## config.mk

```make
export PLATFORM = sky130hd
export DESIGN_NAME = nor_decoder_sync
export DESIGN_NICKNAME = d
export VERILOG_FILES = /design/src/rtl/nor_decoder_pkg.sv /design/src/rtl/nor_decoder_sync_stable_filter.sv /design/src/rtl/nor_decoder_sync.sv
export SDC_FILE = /design/constraint.sdc
export NUM_CORES = 1
export LEC_CHECK = 0
export BUFFER_PORTS_ARGS = -buffer_cell sky130_fd_sc_hd__clkbuf_2
export CORE_MARGIN = 3
export CORE_UTILIZATION = 50
export CTS_CLUSTER_DIAMETER = 150
export DETAILED_ROUTE_END_ITERATION = 8
export GPL_TIMING_DRIVEN = 0
export PLACE_DENSITY = 0.8
export SETUP_SLACK_MARGIN = 0.3
export SYNTH_ARGS = -nofsm -noshare
export SYNTH_HDL_FRONTEND = slang
export SYNTH_HIERARCHICAL = 1
export SYNTH_SLANG_ARGS = --single-unit
```

## constraint.sdc

```tcl
create_clock -name clk -period 2.55 [get_ports clk]
set_clock_uncertainty 0.1 [all_clocks]
set_input_delay 0.3825 -clock clk [delete_from_list [all_inputs] [get_ports clk]]
set_output_delay 0.3825 -clock clk [all_outputs]
set_load 0.005 [all_outputs]
```

## src/rtl/nor_decoder_pkg.sv

```systemverilog
// Shared types and decode helper for the synchronous NOR-style decoder.
// Terms are built at maximum width; callers keep the low 2**N_IN bits.
package nor_decoder_pkg;

  localparam int N_IN_MAX   = 6;
  localparam int N_TERM_MAX = 1 << N_IN_MAX;

  typedef enum logic {
    TRACK   = 1'b0,
    PRESENT = 1'b1
  } state_t;

  // pol=1 gives a one-hot minterm, pol=0 the one-cold maxterm; a masked term stays inactive.
  function automatic logic [N_TERM_MAX-1:0] decode_term(
    input logic [N_IN_MAX-1:0]   code,
    input logic [N_TERM_MAX-1:0] mask,
    input logic                  pol
  );
    logic [N_TERM_MAX-1:0] t;
    t       = '0;
    t[code] = mask[code];
    return pol ? t : ~t;
  endfunction

endpackage

```

## src/rtl/nor_decoder_sync_stable_filter.sv

```systemverilog
// Input stability filter: tracks a candidate code and how long it has held.
// settled is registered (cnt==SETTLE); abandoned partial candidates bump a saturating glitch counter.
module stable_filter
  import nor_decoder_pkg::*;
#(
  parameter int N_IN     = 2,
  parameter int SETTLE   = 3,
  parameter int GLITCH_W = 8
) (
  input  logic                clk,
  input  logic                rst_n,
  input  logic [N_IN-1:0]     i_data,
  output logic [N_IN-1:0]     o_cand,
  output logic                o_settled,
  output logic [GLITCH_W-1:0] o_glitch_cnt
);

  localparam int CW = (SETTLE < 1) ? 1 : $clog2(SETTLE + 1);

  logic [N_IN-1:0]     r_cand;
  logic [CW-1:0]       r_cnt;
  logic [GLITCH_W-1:0] r_glitch;
  logic                w_settled;

  assign w_settled = (r_cnt == CW'(SETTLE));

  always_ff @(posedge clk or negedge rst_n) begin
    if (!rst_n) begin
      r_cand   <= '0;
      r_cnt    <= '0;
      r_glitch <= '0;
    end else if (i_data != r_cand) begin
      r_cand <= i_data;
      r_cnt  <= CW'(1);
      // cnt==0 means no candidate yet (just out of reset), so nothing was abandoned.
      if ((r_cnt != '0) && !w_settled && (r_glitch != '1))
        r_glitch <= r_glitch + 1'b1;
    end else if (!w_settled) begin
      r_cnt <= r_cnt + 1'b1;
    end
  end

  assign o_cand       = r_cand;
  assign o_settled    = w_settled;
  assign o_glitch_cnt = r_glitch;

endmodule

```

## src/rtl/nor_decoder_sync.sv

```systemverilog
// Parametrised N_IN-to-2**N_IN decoder with stability filter and valid/ready output.
// Settled new code appears SETTLE+1 edges after first sample; outputs hold until out_ready.
module nor_decoder_sync
  import nor_decoder_pkg::*;
#(
  parameter int N_IN     = 2,
  parameter int SETTLE   = 3,
  parameter int OUT_POL  = 0,
  parameter int GLITCH_W = 8
) (
  input  logic                 clk,
  input  logic                 rst_n,
  input  logic [N_IN-1:0]      in_data,
  input  logic [(1<<N_IN)-1:0] en_mask,
  input  logic                 out_ready,
  output logic                 out_valid,
  output logic [N_IN-1:0]      out_code,
  output logic [(1<<N_IN)-1:0] out_term,
  output logic [GLITCH_W-1:0]  glitch_cnt
);

  localparam int                N_TERM   = 1 << N_IN;
  localparam logic              POL      = (OUT_POL != 0);
  localparam logic [N_TERM-1:0] INACTIVE = POL ? '0 : '1;

  logic [N_IN-1:0]       w_cand;
  logic                  w_settled;
  logic [N_TERM_MAX-1:0] w_dec_full;
  logic [N_TERM-1:0]     w_dec;
  logic                  w_unused_dec;
  logic                  w_emit;

  state_t                r_state;
  logic                  r_valid;
  logic [N_IN-1:0]       r_code;
  logic [N_TERM-1:0]     r_term;
  logic [N_IN-1:0]       r_last_code;
  logic                  r_last_valid;

  stable_filter #(
    .N_IN     (N_IN),
    .SETTLE   (SETTLE),
    .GLITCH_W (GLITCH_W)
  ) u_filter (
    .clk          (clk),
    .rst_n        (rst_n),
    .i_data       (in_data),
    .o_cand       (w_cand),
    .o_settled    (w_settled),
    .o_glitch_cnt (glitch_cnt)
  );

  assign w_dec_full   = decode_term(N_IN_MAX'(w_cand), N_TERM_MAX'(en_mask), POL);
  assign w_dec        = w_dec_full[N_TERM-1:0];
  assign w_unused_dec = &{1'b0, w_dec_full};

  assign w_emit = w_settled && (!r_last_valid || (w_cand != r_last_code));

  always_ff @(posedge clk or negedge rst_n) begin
    if (!rst_n) begin
      r_state      <= TRACK;
      r_valid      <= 1'b0;
      r_code       <= '0;
      r_term       <= INACTIVE;
      r_last_code  <= '0;
      r_last_valid <= 1'b0;
    end else begin
      case (r_state)
        TRACK: begin
          if (w_emit) begin
            r_code       <= w_cand;
            r_term       <= w_dec;
            r_valid      <= 1'b1;
            r_last_code  <= w_cand;
            r_last_valid <= 1'b1;
            r_state      <= PRESENT;
          end
        end
        PRESENT: begin
          // en_mask is deliberately not re-sampled here: the presented term is frozen.
          if (out_ready) begin
            r_valid <= 1'b0;
            r_state <= TRACK;
          end
        end
        default: begin
          r_valid <= 1'b0;
          r_state <= TRACK;
        end
      endcase
    end
  end

  assign out_valid = r_valid;
  assign out_code  = r_code;
  assign out_term  = r_term;

endmodule

```

==> out/qor.txt, run 1 <==
Via density: 5.05
Clock transition at path regs: 120 ps
Seq pwr share: 50.9%
Slew headroom: 65.8%
Pre-antenna DRT Iters: 2
Post-Syn Instances: 79
CTS Buf Count: 3
Fin crit share: 69.1%
Max Freq: 0.567 GHz
Hold Path Class: primary input to register
Placement row count: 15
Fill cells: 158
CP cell instances: xor2_1 > o21ai_2 > nor3_1 > mux2_1
CP delay by family, top: flip-flops
Clk buf depth: 2
DR WL/cell: 13.1 um
# IOs: 24
Clock Latency Late Sink: 300 ps
Slowest-stage cell, CP: dfrtp_1
CTS tree: done
Internal: 0.763 mW
Total inserted antenna cells: 0
Initial Utilization: 55.4%
Grt total ovfl: 0
DIE AREA: 2570 um^2
Post-Route WL: 1720 um
Sequential area share after synthesis: 53.1%
Die Span Y: 50.7 um
Port Buffers: 23
Highest-count cells in the layout ignoring fill and taps: 23 x clkbuf_2, 17 x dfrtp_1, 6 x nand2_1, 6 x mux2_2, 5 x xor2_1
Dpl hpwl: 1280 um
Synth Net Count: 90
Asr flop ratio synth: 100%
Peak VDD IR: 0.617 mV
Worst setup EP type: register
DIE WIDTH: 50.7 um
CP arrival: 1850 ps
First-pass GRT wire length: 2910 um
Bufs and invs on worst path: 0
GPL Wtd Cong: 0.698
Fin cells: 132
GRT Overall Usage: 14.9%
# Max-Cap Violations: 0
Grt met1 use: 19.4%
Commonest non-fill, non-tap cell in the layout: clkbuf_2
Post-DRT Antenna Nets: 0
Post-synth top area share: 42.6%
Clk sinks: 21
Area Growth Syn to Fin: 18.4%
Root Buffer: clkbuf_4
Gate power share: 35.4%
Met2 GRT Util: 24.8%
Final Instance Area: 1180 um^2
Netlist Area Pre-Place: 998 um^2
Tmin final: 1760 ps
Clock power frac: 13.7%
Distinct cell type count after synthesis: 29
Leakage power: 0.549 nW
R2r setup slk: 790 ps
Most common flop cell mapped by yosys: dfrtp_1
Via count: 667
Worst EP required: 2640 ps
Sw Ratio: 34.3%
Fin. max-slew vios: 0
Placed cell count: 127
Vias in the first global route: 645
Status: completed
Flops & latches, synth: 21
Setup TNS: 0 ps
Post-synth EDFFs: 0
Cell Area, Placed: 1140 um^2
Core ar.: 1800 um^2
Hold Violations, Final: 0
Nets: 119
Drt drc: 0
Layout cell share with drive strength beyond 1: 45.8%
Least-Margin Pin Slew: 514 ps
Number of antenna violations at the first check in global routing: 0
Final Setup Violations: 0
Worst Path Max Fanout: 8
CP Class: register to register
Worst stage delay on the critical path: 480 ps
Synth top area cells: dfrtp_1 43%, dfstp_2 11%, mux2_2 6.8%
Syn_area_per_cell: 12.6 um^2
Power Density: 983 nW/um^2
Worst setup SP type: register
RSZ-0062 raised after global routing: no
GR Layer Usage met3: 2.67%
Sw power: 0.399 mW
Starting DRT DRC Count: 7
Largest net degree at the start of global routing: 22
GRT busiest layer: met2
Synth warn: 6
H-tree depth: 1
Area leader, netlist: dfrtp_1
Setup Fix Bufs, Post-CTS: 0
==> worst register-to-register path, stage by stage, from the launching register on <==
cell and delay [ps]:
dfrtp_1 480, xor2_1 310, o21ai_2 180, nor3_1 240, mux2_1 340
==> layout make-up <==
class	instances	area, um^2	area share [%]
well taps	25	31.3	2.65
clock inverters	1	5.00	0.423
clock buffers	3	22.5	1.90
plain buffers	2	8.76	0.741
flip-flops and latches	21	531	44.9
repair buffers	24	125	10.6
multi-input cells	54	452	38.2
inverters	2	7.51	0.635
==> path summary, 6_finish.rpt <==
check,startpoint,to,cells after the start
worst max-delay path,u_filter/o_cand[0]$_DFFE_PN0P_,u_filter/o_glitch_cnt[7]$_DFFE_PN0P_,4
worst min-delay path,in_data[0],u_filter/o_cand[0]$_DFFE_PN0P_,2
worst max register to register,u_filter/o_cand[0]$_DFFE_PN0P_,u_filter/o_glitch_cnt[7]$_DFFE_PN0P_,4
worst min register to register,out_valid$_DFFE_PN0P_,out_valid$_DFFE_PN0P_,1
max in group asynchronous,rst_n,out_term[2]$_DFFE_PN1P_,2
min in group asynchronous,rst_n,r_last_code[0]$_DFFE_PN0P_,2
==> metrics by stage <==
stage | worst slack [ps] | hold slack, ps | total power, mW | util (%)
finish | 788 | 204 | 1.16 | 65.6
global route | 679 | 190 | 1.26 | 65.6
CTS | 790 | 195 | 1.18 | 65.6
detailed placement | 810 | 279 | 1.02 | 63.5
global placement | 849 | 273 | 0.996 | 63.5
floorplan | 982 | -13.1 | 0.844 | -
==> power groups by stage <==
stage / sequential, mW / clock [mW] / combinational, mW
CTS: 0.594 / 0.167 / 0.419
detailed placement: 0.599 / 0 / 0.418
global route: 0.612 / 0.181 / 0.463
finish: 0.592 / 0.159 / 0.411
floorplan: 0.594 / 0 / 0.250
global placement: 0.592 / 0 / 0.404
==> metal layers <==
metal,wire (um),vias up
met5,0,-
met3,91,0
met2,840,16
li1,-,330
met4,0,0
met1,791,321
==> cells in the mapped netlist, types with 2 or more instances <==
cell      instances
dfrtp_1          17
mux2_2            6
nand2_1           6
xor2_1            5
dfstp_2           4
nor3_1            4
nand2b_1          3
nand3_1           3
o21ai_0           3
xnor2_1           3
a21o_2            2
ha_1              2
inv_1             2
mux2_1            2
nand3b_1          2
nor2_1            2
==> registers in the layout, indices dropped and copies added, names as in the netlist <==
name	flops
r_state	1
out_valid	1
u_filter/o_glitch_cnt	8
r_last_valid	1
u_filter/o_cand	2
r_last_code	2
out_term	4
u_filter/r_cnt	2
==> timing repair <==
action | CTS | global route
gates resized for setup | 0 | 0
setup endpoints to repair | 0 | 0
endpoints found under the hold margin | 17 | 0
hold buffers | 1 | 0
==> cells by family (layout without fill, tap and decap cells) <==
family	Yosys count	after routing	share of synthesized area [%]
AND/OR/NAND/NOR	25	25	15.4
AO/OA/AOI/OAI	8	8	7.14
flip-flops	21	21	53.1
adder cells (fa/ha/maj)	2	2	2.51
multiplexers	10	10	11.5
buffers and inverters	4	32	1.63
XOR/XNOR	9	9	8.65
No activity file was read; power rests on OpenSTA's default activity.
==> run 2, diff against run 1 <==
--- a/config.mk
+++ b/config.mk
@@ -7,11 +7,11 @@
 export LEC_CHECK = 0
 export BUFFER_PORTS_ARGS = -buffer_cell sky130_fd_sc_hd__clkbuf_2
 export CORE_MARGIN = 3
-export CORE_UTILIZATION = 50
+export CORE_UTILIZATION = 46
 export CTS_CLUSTER_DIAMETER = 150
 export DETAILED_ROUTE_END_ITERATION = 8
 export GPL_TIMING_DRIVEN = 0
-export PLACE_DENSITY = 0.8
+export PLACE_DENSITY = 0.78
 export SETUP_SLACK_MARGIN = 0.3
 export SYNTH_ARGS = -nofsm -noshare
 export SYNTH_HDL_FRONTEND = slang
==> constraint.sdc (replaced) <==
create_clock -name clk -period 1.53 [get_ports clk]
set_clock_uncertainty 0.1 [all_clocks]
set_input_delay 0.2295 -clock clk [delete_from_list [all_inputs] [get_ports clk]]
set_output_delay 0.2295 -clock clk [all_outputs]
set_load 0.005 [all_outputs]
==> run 2 against run 1 <==
  * The run now ends with setup timing left
  * Global-route usage grew 1.7 points
  * Combinational power rose to 2.8 times the previous value
  * Sequential power up 72%
  * Critical endpoint unchanged
  * Worst setup slack worse by 790 ps
  * Power up 110%
==> out/qor.txt, run 2 (synthesized netlist as in run 1, its figures left out) <==
Status: finished with violations
Failing checks: setup timing
Clk sinks: 21 (unchanged)
Vias in the first global route: 735 (+14%)
Via count: 761 (+14%)
Dpl hpwl: 1350 um (+5.6%)
Post-route setup slack: -3.41 ps (-791 ps)
Commonest non-fill, non-tap cell in the layout: clkbuf_2
Core ar.: 2000 um^2 (+11%)
Clock transition at path regs: 110 ps (about the same)
Grt total ovfl: 0 (unchanged)
Port Buffers: 23 (unchanged)
Fin crit share: 100% (+31 points)
Worst setup SP type: register
Bufs and invs on worst path: 0 (unchanged)
Slew headroom: 66.7% (+0.98 points)
DIE WIDTH: 52.6 um (+3.8%)
CP Class: register to register
Max Freq: 0.652 GHz (+15%)
Leakage power: 0.696 nW (+27%)
Drt drc: 0 (unchanged)
RSZ-0062 raised after global routing: yes
Worst stage delay on the critical path: 420 ps (-60 ps)
CTS Buf Count: 3 (unchanged)
Fill cells: 131 (-17%)
Worst setup EP type: register
Largest net degree at the start of global routing: 22 (unchanged)
Final Util: 75.8% (+10 points)
Number of antenna violations at the first check in global routing: 0 (unchanged)
GPL Wtd Cong: 0.715 (+2.4%)
Setup TNS: -3.41 ps (-3.41 ps)
Pre-antenna DRT Iters: 4 (+2)
Total inserted antenna cells: 0 (unchanged)
Initial Utilization: 49.9% (-5.5 points)
First-pass GRT wire length: 3370 um (+16%)
Hold Path Class: primary input to register
Slowest-stage cell, CP: dfrtp_1
Post-Route WL: 2010 um (+16%)
DR WL/cell: 13.2 um (+1.1%)
Final Setup Violations: 1 (+1)
CP cell instances: ha_4 > o21ai_4 > nor3_2 > mux2_4
CTS tree: done
Root Buffer: clkbuf_4
Die Span Y: 52.6 um (+3.8%)
Clk buf depth: 2 (unchanged)
H-tree depth: 1 (unchanged)
DIE AREA: 2770 um^2 (+7.7%)
Worst Path Max Fanout: 6 (-2)
Area Growth Syn to Fin: 52.0%
Fin. max-slew vios: 0 (unchanged)
Tmin final: 1530 ps (-229 ps)
Via density: 5.01 (-0.92%)
Layout cell share with drive strength beyond 1: 67.2% (+21 points)
# IOs: 24 (unchanged)
CP delay by family, top: flip-flops
Peak VDD IR: 0.970 mV (+57%)
Area occupied by multi-input gates: 599 um^2 (+33%)
GRT Overall Usage: 16.6% (+1.7 points)
Total power: 2.44 mW (+110%)
# Max-Cap Violations: 0 (unchanged)
Clock Latency Late Sink: 280 ps (-20 ps)
Least-Margin Pin Slew: 499 ps (-14.7 ps)
Hold Violations, Final: 0 (unchanged)
Placement row count: 16 (+1)
Post-DRT Antenna Nets: 0 (unchanged)
CP arrival: 1610 ps (-240 ps)
Starting DRT DRC Count: 7 (unchanged)
Worst EP required: 1610 ps (-1030 ps)
Max reg flops: 8 (unchanged)
Nets: 137 (+15%)
Highest-count cells in the layout ignoring fill and taps: 20 x clkbuf_2, 12 x buf_4, 11 x dfrtp_1
Register area: 538 um^2 (+1.4%)
Power Density: 1610 nW/um^2 (+63%)
==> run 2: layout make-up <==
| cell class | count | area share [%] |
|---|---|---|
| Multi-Input combinational cell | 54 | 39.5 |
| Sequential cell | 21 | 35.4 |
| Timing Repair Buffer | 42 | 20.0 |
| Tap cell | 27 | 2.23 |
| Clock buffer | 4 | 1.73 |
| Buffer | 2 | 0.577 |
| Inverter | 2 | 0.495 |
==> run 2: repair_timing <==
| action | 4_1_cts | 5_1_grt |
|---|---|---|
| hold buffers | 1 | 0 |
| endpoints found under the hold margin | 17 | 0 |
| resized for setup | 8 | 16 |
| pin swaps | 5 | 6 |
| setup buffers | 9 | 9 |
| setup endpoints to repair | 23 | 28 |
==> run 2: metrics by stage <==
step	cell area (um^2)	hold WS, ps	cells	setup slack [ps]
finish	1520	103	152	-3.41
detailed placement	1230	129	129	-41.1
global placement	1230	124	129	-13.9
CTS	1380	92.3	143	1.86
floorplan	1080	-166	79	75.5
global route	1520	95.0	152	-73.7
==> run 2: final timing paths <==
check	start	endpoint	slack [ps]	depth (start not counted)
min reg2reg	out_valid$_DFFE_PN0P_	out_valid$_DFFE_PN0P_	410	1
min in group asynchronous	rst_n	u_filter/r_cnt[0]$_DFFE_PN0P_	330	2
min	in_data[1]	u_filter/o_cand[1]$_DFFE_PN0P_	100	2
max	u_filter/r_cnt[1]$_DFFE_PN0P_	u_filter/o_glitch_cnt[7]$_DFFE_PN0P_	-3	4
max reg2reg	u_filter/r_cnt[1]$_DFFE_PN0P_	u_filter/o_glitch_cnt[7]$_DFFE_PN0P_	-3	4
max in group asynchronous	rst_n	u_filter/o_glitch_cnt[4]$_DFFE_PN0P_	640	2
==> run 2: power breakdown <==
group          internal (mW)  switching [mW]
clock network          0.101           0.146
logic                  0.737           0.432
registers              0.805           0.216
==> run 2: layer usage <==
layer | vias up | track usage (%) | share of wire (%)
met5 | - | 0 | 0
met4 | 0 | 5.11 | 0.65
met3 | 2 | 2.85 | 4.0
met2 | 16 | 27.1 | 53
met1 | 377 | 22.3 | 43
li1 | 366 | - | -
